### src/rtl/decode_stage_pipe.sv
// MIPS decode stage: register file with WB write-through, decoder, branch/jump
// redirect with forwarding, and a registered ID/EX bundle with bubble counting.
module decode_stage_pipe #(
   parameter int XLEN   = 32,
   parameter int NREGS  = 32,
   parameter int RA_IDX = 31,
   parameter int CNT_W  = 16,
   localparam int AW    = $clog2(NREGS)
) (
   input  logic             clk,
   input  logic             reset,
   input  logic             id_valid,
   input  logic [31:0]      instrD,
   input  logic [XLEN-1:0]  pc_plus_4_decoded,
   input  logic             stall,
   input  logic             flush,
   input  logic             regWriteW,
   input  logic [AW-1:0]    write_register,
   input  logic [XLEN-1:0]  write_from_wb,
   input  logic             forwardAD,
   input  logic             forwardBD,
   input  logic [XLEN-1:0]  alu_out,
   output logic             pc_src,
   output logic [XLEN-1:0]  branch_target,
   output logic             jump,
   output logic [XLEN-1:0]  jump_target,
   output logic             jr,
   output logic [XLEN-1:0]  jr_target,
   output logic [4:0]       rs_d,
   output logic [4:0]       rt_d,
   output logic             ex_valid,
   output logic             ex_reg_write,
   output logic             ex_mem_to_reg,
   output logic             ex_mem_write,
   output logic             ex_alu_src,
   output logic             ex_reg_dst,
   output logic             ex_syscall,
   output logic [2:0]       ex_alu_ctrl,
   output logic [XLEN-1:0]  ex_rd1,
   output logic [XLEN-1:0]  ex_rd2,
   output logic [4:0]       ex_rs,
   output logic [4:0]       ex_rt,
   output logic [4:0]       ex_rd,
   output logic [XLEN-1:0]  ex_imm,
   output logic [31:0]      ex_instr,
   output logic [XLEN-1:0]  sys_v0,
   output logic [XLEN-1:0]  sys_a0,
   output logic [CNT_W-1:0] bubble_count
);

   localparam logic [AW-1:0] RA_W = AW'(RA_IDX);

   typedef struct packed {
      logic       reg_write, mem_to_reg, mem_write, alu_src, reg_dst;
      logic       branch, bne, jmp, jal, jr, syscall;
      logic [2:0] alu_ctrl;
   } ctrl_t;

   typedef struct packed {
      logic            valid, reg_write, mem_to_reg, mem_write, alu_src, reg_dst, syscall;
      logic [2:0]      alu_ctrl;
      logic [XLEN-1:0] rd1, rd2;
      logic [4:0]      rs, rt, rd;
      logic [XLEN-1:0] imm;
      logic [31:0]     instr;
   } ex_t;

   ctrl_t            dec;
   ex_t              ex_q, ex_d;
   logic [XLEN-1:0]  regs_q [NREGS];
   logic [XLEN-1:0]  regs_d [NREGS];
   logic [CNT_W-1:0] bubble_count_q, bubble_count_d;
   logic [XLEN-1:0]  rd1, rd2, op_a, op_b, imm;
   logic             active, link_we, bubble;

   assign rs_d = instrD[25:21];
   assign rt_d = instrD[20:16];
   assign imm  = {{(XLEN-16){instrD[15]}}, instrD[15:0]};

   always_comb begin
      dec = '0;
      case (instrD[31:26])
         6'h00: case (instrD[5:0])
            6'h20: begin dec.alu_ctrl = 3'b010; dec.reg_dst = 1'b1; dec.reg_write = 1'b1; end
            6'h22: begin dec.alu_ctrl = 3'b110; dec.reg_dst = 1'b1; dec.reg_write = 1'b1; end
            6'h24: begin dec.alu_ctrl = 3'b000; dec.reg_dst = 1'b1; dec.reg_write = 1'b1; end
            6'h25: begin dec.alu_ctrl = 3'b001; dec.reg_dst = 1'b1; dec.reg_write = 1'b1; end
            6'h2A: begin dec.alu_ctrl = 3'b111; dec.reg_dst = 1'b1; dec.reg_write = 1'b1; end
            6'h08: dec.jr = 1'b1;
            6'h0C: dec.syscall = 1'b1;
            default: ;
         endcase
         6'h23: begin dec.alu_src = 1'b1; dec.mem_to_reg = 1'b1; dec.reg_write = 1'b1; dec.alu_ctrl = 3'b010; end
         6'h2B: begin dec.alu_src = 1'b1; dec.mem_write = 1'b1; dec.alu_ctrl = 3'b010; end
         6'h08: begin dec.alu_src = 1'b1; dec.reg_write = 1'b1; dec.alu_ctrl = 3'b010; end
         6'h04: begin dec.branch = 1'b1; dec.alu_ctrl = 3'b110; end
         6'h05: begin dec.branch = 1'b1; dec.bne = 1'b1; dec.alu_ctrl = 3'b110; end
         6'h02: dec.jmp = 1'b1;
         6'h03: begin dec.jmp = 1'b1; dec.jal = 1'b1; end
         default: ;
      endcase
   end

   // Reads see a same-cycle WB write; the jal link port is not bypassed.
   function automatic logic [XLEN-1:0] rf_read(input logic [4:0] a);
      if (a == 5'd0 || int'(a) >= NREGS) return '0;
      if (regWriteW && 5'(write_register) == a) return write_from_wb;
      return regs_q[a[AW-1:0]];
   endfunction

   always_comb begin
      rd1    = rf_read(rs_d);
      rd2    = rf_read(rt_d);
      sys_v0 = rf_read(5'd2);
      sys_a0 = rf_read(5'd4);
   end

   assign active        = id_valid & ~stall;
   assign op_a          = forwardAD ? alu_out : rd1;
   assign op_b          = forwardBD ? alu_out : rd2;
   assign pc_src        = active & dec.branch & (dec.bne ? (op_a != op_b) : (op_a == op_b));
   assign jump          = active & dec.jmp;
   assign jr            = active & dec.jr;
   assign jr_target     = op_a;
   assign branch_target = pc_plus_4_decoded + (imm << 2);
   assign jump_target   = {pc_plus_4_decoded[XLEN-1:28], instrD[25:0], 2'b00};
   assign link_we       = id_valid & dec.jal & ~stall & ~flush;

   // Link write is applied last so it wins over a WB write to the same register.
   always_comb begin
      regs_d = regs_q;
      if (regWriteW && write_register != '0) regs_d[write_register] = write_from_wb;
      if (link_we) regs_d[RA_W] = pc_plus_4_decoded + XLEN'(4);
   end

   assign bubble = stall | flush | ~id_valid;

   always_comb begin
      ex_d = '0;
      if (!bubble) begin
         ex_d.valid      = 1'b1;
         ex_d.reg_write  = dec.reg_write;
         ex_d.mem_to_reg = dec.mem_to_reg;
         ex_d.mem_write  = dec.mem_write;
         ex_d.alu_src    = dec.alu_src;
         ex_d.reg_dst    = dec.reg_dst;
         ex_d.syscall    = dec.syscall;
         ex_d.alu_ctrl   = dec.alu_ctrl;
         ex_d.rd1        = rd1;
         ex_d.rd2        = rd2;
         ex_d.rs         = rs_d;
         ex_d.rt         = rt_d;
         ex_d.rd         = instrD[15:11];
         ex_d.imm        = imm;
         ex_d.instr      = instrD;
      end
      bubble_count_d = bubble_count_q;
      if ((stall | flush) && bubble_count_q != '1) bubble_count_d = bubble_count_q + 1'b1;
   end

   always_ff @(posedge clk) begin
      if (reset) begin
         for (int i = 0; i < NREGS; i++) regs_q[i] <= '0;
         ex_q           <= '0;
         bubble_count_q <= '0;
      end else begin
         regs_q         <= regs_d;
         ex_q           <= ex_d;
         bubble_count_q <= bubble_count_d;
      end
   end

   assign ex_valid      = ex_q.valid;
   assign ex_reg_write  = ex_q.reg_write;
   assign ex_mem_to_reg = ex_q.mem_to_reg;
   assign ex_mem_write  = ex_q.mem_write;
   assign ex_alu_src    = ex_q.alu_src;
   assign ex_reg_dst    = ex_q.reg_dst;
   assign ex_syscall    = ex_q.syscall;
   assign ex_alu_ctrl   = ex_q.alu_ctrl;
   assign ex_rd1        = ex_q.rd1;
   assign ex_rd2        = ex_q.rd2;
   assign ex_rs         = ex_q.rs;
   assign ex_rt         = ex_q.rt;
   assign ex_rd         = ex_q.rd;
   assign ex_imm        = ex_q.imm;
   assign ex_instr      = ex_q.instr;
   assign bubble_count  = bubble_count_q;

endmodule

### config.mk
export PLATFORM = sky130hd
export DESIGN_NAME = decode_stage_pipe
export DESIGN_NICKNAME = d
export VERILOG_FILES = /design/src/rtl/decode_stage_pipe.sv
export SDC_FILE = /design/constraint.sdc
export NUM_CORES = 2
export LEC_CHECK = 0
export ABC_CLOCK_PERIOD_IN_PS = 17400
export CAP_MARGIN = 15
export CORE_AREA = 2 2 322 324
export DETAILED_ROUTE_END_ITERATION = 6
export DIE_AREA = 0 0 324 326
export GPL_TIMING_DRIVEN = 0
export PLACE_DENSITY = 0.81
export SYNTH_ARGS = -nofsm -noshare
export SYNTH_HDL_FRONTEND = slang
export SYNTH_SLANG_ARGS = --single-unit
### constraint.sdc
create_clock -name clk -period 17.4 [get_ports clk]
set_input_delay 5.22 -clock clk [delete_from_list [all_inputs] [get_ports clk]]
set_output_delay 5.22 -clock clk [all_outputs]
set_load 0.01 [all_outputs]
==> impl_metrics.json, run 1 <==
{
  "grtUsageTotal_pct": 79.3,
  "post_dp_cell_area_um2": 67600,
  "outcome": "did not finish",
  "initial_utilization_pct": 59.2,
  "gp_congestion": 1.33,
  "synth.distinct_cells": 82,
  "htreeDepth": 3,
  "synth_largest_area_cell": "dfxtp_1",
  "synth_seq_cells": 1146,
  "grt-ovfl-total": 58,
  "cts_buffer_depth": 3,
  "pin_count": 483,
  "synth_top_area_share_pct": 37.8,
  "grt_pass1_vias": 70500,
  "cts-buffers-inserted": 119,
  "dieWidth_um": 324,
  "grt_max_degree": 20,
  "synth_area_leaders": "dfxtp_1 38%, mux4_2 16%, nand2_1 12%",
  "clock-sinks": 1146,
  "synthFlopType": "dfxtp_1",
  "yosys_warnings": 0,
  "avgSynthCellArea_um2": 8.70,
  "synth_edf_count": 0,
  "num_rows": 118,
  "synth-seq-area-share_pct": 37.8,
  "syn_area_um2": 60700,
  "cts_root_buf": "clkbuf_16",
  "syn_inst": 6980,
  "ys_top_cells_by_count": "1,990 x nand2_1, 1,146 x dfxtp_1, 983 x a21oi_1, 505 x clkbuf_1, 428 x mux4_2",
  "port_buffers": 453,
  "failing_step": "5_1_grt",
  "error": "[ERROR GRT-0116] Global routing finished with congestion. Check the congestion regions in the DRC Viewer.",
  "synth.most_common_cell": "nand2_1",
  "grt_pass1_wl_mm": 582,
  "die_h_um": 326,
  "async_flop_share_pct": 0,
  "hold_buffers": 0,
  "dp_hpwl_mm": 287
}
==> per-stage QoR <==
step	std cells	TNS [ns]	setup slack, ns
after floorplan	6981	0	3.26
after global placement	8814	-1.99	-1.99
after detailed placement	8850	-1.13	-1.13
after CTS	9077	0	0.0142
==> layer usage <==
layer	overflow	track usage [%]
met2	23	89.5
met1	3	81.5
met3	6	70.3
met4	26	72.7
met5	0	48.9
==> cells by family after synthesis <==
kind of cell | Yosys count | share of synthesized area, %
compound gates | 1533 | 14.9
other cells | 1 | 0.00617
xor+xnor | 111 | 1.60
flops | 1146 | 37.8
simple gates | 2673 | 18.3
fa+ha+maj | 32 | 0.671
mux | 705 | 20.8
buf+inv | 779 | 5.95
==> repair_timing <==
action,CTS
endpoints found under the setup margin,1
gates resized for setup,32
pin swaps,1
buffers inserted,3
gates cloned,0
==> run 2, diff against run 1 <==
--- a/config.mk
+++ b/config.mk
@@ -7,11 +7,11 @@
 export LEC_CHECK = 0
 export ABC_CLOCK_PERIOD_IN_PS = 17400
 export CAP_MARGIN = 15
-export CORE_AREA = 2 2 322 324
+export CORE_AREA = 2 2 393 395
 export DETAILED_ROUTE_END_ITERATION = 6
-export DIE_AREA = 0 0 324 326
+export DIE_AREA = 0 0 395 397
 export GPL_TIMING_DRIVEN = 0
-export PLACE_DENSITY = 0.81
+export PLACE_DENSITY_LB_ADDON = 0.15
 export SYNTH_ARGS = -nofsm -noshare
 export SYNTH_HDL_FRONTEND = slang
 export SYNTH_SLANG_ARGS = --single-unit
==> run 2 against run 1 <==
The flow now finishes, with violations (design-rule violations, max-capacitance violations, max-slew violations, negative setup slack). Synthesized area unchanged. Synthesized cell count unchanged.
==> impl_metrics.json, run 2 <==
{
  "hold_path_depth": 2,
  "final_cell_mix": "1,990 x nand2_1, 1,146 x dfxtp_1, 982 x a21oi_1",
  "drt_pass1_iterations": 7,
  "cts_buffer_depth": 3,
  "area_growth_pct": 21.9,
  "place_inst": 9535,
  "drtAntennaViolNets": 0,
  "skew_ns": 0.0232,
  "cts-buffers-inserted": 140,
  "synth_seq_cells": 1146,
  "cts_root_buf": "clkbuf_16",
  "fin_ws_ns": -0.604,
  "crit_path_end_kind": "output port",
  "finish.net_count": 7814,
  "final_cells": 9846,
  "startpoint_type": "input pin",
  "largest-register": "regs_q",
  "initial_utilization_pct": 39.7,
  "p_leak_uw": 0.0250,
  "ys_top_cells_by_count": "1,990 x nand2_1, 1,146 x dfxtp_1, 983 x a21oi_1, 505 x clkbuf_1, 428 x mux4_2",
  "worstPathArrival_ns": 12.78,
  "cap_violations": 1,
  "synthFlopType": "dfxtp_1",
  "synth_area_leaders": "dfxtp_1 38%, mux4_2 16%, nand2_1 12%",
  "r2r-end": "ex_rd1[17]$_SDFF_PP0_",
  "outcome": "finished with violations",
  "fillers": 14900,
  "gp_congestion": 1.14,
  "rr_startpoint": "regs_q[17]$_SDFFE_PP0P_",
  "die_h_um": 397,
  "syn_area_um2": 60700,
  "hp-class": "register to register",
  "grt_pass1_wl_mm": 578,
  "hold_buffers": 0,
  "grt_pass1_vias": 60100,
  "largest_reg_flops": 1024,
  "crit_required_ns": 12.18,
  "critPathMaxFanout": 10,
  "synth.most_common_cell": "nand2_1",
  "synth-seq-area-share_pct": 37.8,
  "syn_inst": 6980,
  "synth_edf_count": 0,
  "finalSetupViolCount": 1,
  "dp_hpwl_mm": 335,
  "max_slew_margin_pct": -11.0,
  "ir_worst_vdd_uv": 103,
  "clock-sinks": 1146,
  "grt_max_degree": 20,
  "hold_viol": 0,
  "grt_antenna_before_repair": 68,
  "worst_hold_path.endpoint": "regs_q[569]$_SDFFE_PP0P_",
  "rsz0062_at_grt": "no",
  "clkTransAtPathRegs_ns": 0.06,
  "period_needed_ns": 18.00,
  "synth_top_area_share_pct": 37.8,
  "slew_viol_final": 12,
  "avgSynthCellArea_um2": 8.70,
  "wl_per_cell_um": 45.8,
  "tightestPinTransition_ns": 1.67,
  "totalWireLength_mm": 451,
  "drc": 20,
  "pin_count": 483,
  "min_period_over_period_pct": 103,
  "clock_latency_ns": 0.84,
  "port_buffers": 453,
  "drt_iter0_markers": 13400,
  "num_rows": 144,
  "coreArea_um2": 153000,
  "violations": "design-rule violations, max-capacitance violations, max-slew violations, negative setup slack",
  "grtUsageTotal_pct": 55.6,
  "num_vias": 68800,
  "fin_area_um2": 74100,
  "async_flop_share_pct": 0,
  "final_common_cell": "nand2_1",
  "dieWidth_um": 395,
  "power_density_nw_per_um2": 92.9,
  "synth.distinct_cells": 82,
  "tritoncts": "built",
  "htreeDepth": 4,
  "reg2reg_depth": 6,
  "viasPerCell": 6.98,
  "hold_start": "regs_q[569]$_SDFFE_PP0P_",
  "synth_largest_area_cell": "dfxtp_1",
  "post_dp_cell_area_um2": 68800,
  "max_freq_mhz": 55.5,
  "critPathKind": "input pin to output port",
  "reg2reg_slack_ns": 14.09,
  "drive_above_1_share_pct": 14.5,
  "grt-ovfl-total": 0,
  "die-area_um2": 157000,
  "yosys_warnings": 0
}
## run 2: cell counts after synthesis
Identical to the previous run, type by type.
## run 2: cell families (layout without fill, tap and decap cells)
| logic type | after synthesis | in the layout | share of synthesized area, % |
|---|---|---|---|
| AND/OR/NAND/NOR | 2673 | 2673 | 18.3 |
| AO/OA/AOI/OAI | 1533 | 1533 | 14.9 |
| flip-flops | 1146 | 1146 | 37.8 |
| buffers and inverters | 779 | 1542 | 5.95 |
| multiplexers | 705 | 705 | 20.8 |
| XOR/XNOR | 111 | 111 | 1.60 |
| adder cells (fa/ha/maj) | 32 | 32 | 0.671 |
| other | 1 | 60 | 0.00617 |
## run 2: final cells by class
class                           count  area [µm²]  share of cell area [%]
Antenna cell                       58         145                   0.196
Clock buffer                      203        4080                    5.51
Multi-Input combinational cell   5056       34400                    46.5
Clock inverter                     42         582                   0.786
Inverter                           38         146                   0.198
Tap cell                         2044        2560                    3.45
Buffer                            738        3720                    5.03
Timing Repair Buffer              521        5450                    7.36
Sequential cell                  1146       22900                    31.0
## run 2: per-stage QoR
step | hold WS [ns] | total power, µW | setup TNS [ns] | setup slack [ns] | util, %
6_report | 0.463 | 6880 | -0.604 | -0.604 | 48.4
5_1_grt | 0.483 | 6880 | 0 | 0.0140 | 48.4
4_1_cts | 0.462 | 6720 | 0 | 0.00145 | 48.2
3_5_place_dp | 0.455 | 3710 | -1.84 | -1.59 | 45.0
3_3_place_gp | 0.449 | 3690 | -3.96 | -2.53 | 44.4
2_1_floorplan | 0.441 | 3120 | 0 | 3.26 | -
## run 2: worst max-delay path, cell delays in order
cell             delay, ns
clkbuf_1              0.36
inv_1                 0.24
clkbuf_1              0.93
clkbuf_1              0.99
buf_2                 0.78
o211ai_1              0.50
o22ai_1               1.03
o21ai_1               0.34
xnor2_1               0.40
a21oi_1               0.22
o211ai_1              0.09
or4_1                 0.72
mux2_1                0.37
clkdlybuf4s50_1       0.51
## run 2: how the worst max path moves through the flow
| stage | start | endpoint | slack, ns | cells past startpoint |
|---|---|---|---|---|
| global route | instrD[23] | pc_src | 0.01 | 17 |
| CTS | instrD[18] | pc_src | 0.001 | 16 |
| detailed placement | instrD[22] | pc_src | -1.59 | 16 |
| global placement | instrD[18] | pc_src | -2.53 | 16 |
| floorplan | instrD[17] | pc_src | 3.26 | 15 |
| finish | instrD[24] | pc_src | -0.60 | 14 |
## run 2: what timing repair did
| item | CTS | global route |
|---|---|---|
| pin swaps | 1 | 4 |
| buffers inserted | 4 | 2 |
| cloned | 0 | 0 |
| resized for setup | 67 | 59 |
| setup endpoints to repair | 2 | 1 |
## run 2: power by group
part           leakage, µW  internal, µW  total, µW  switching, µW
registers          0.00924          2640       2660           19.3
logic               0.0135           292       1110            815
clock network      0.00228          1770       3110           1340
total               0.0250          4710       6880           2170
## run 2: per-layer routing
layer	GRT usage [%]	up-vias	share of wire [%]
li1	-	25900	-
met1	64.9	33600	34
met2	73.1	7092	37
met3	31.9	2150	17
met4	44.7	58	11
met5	2.51	-	0.26
(Power assumes the default switching activity.)
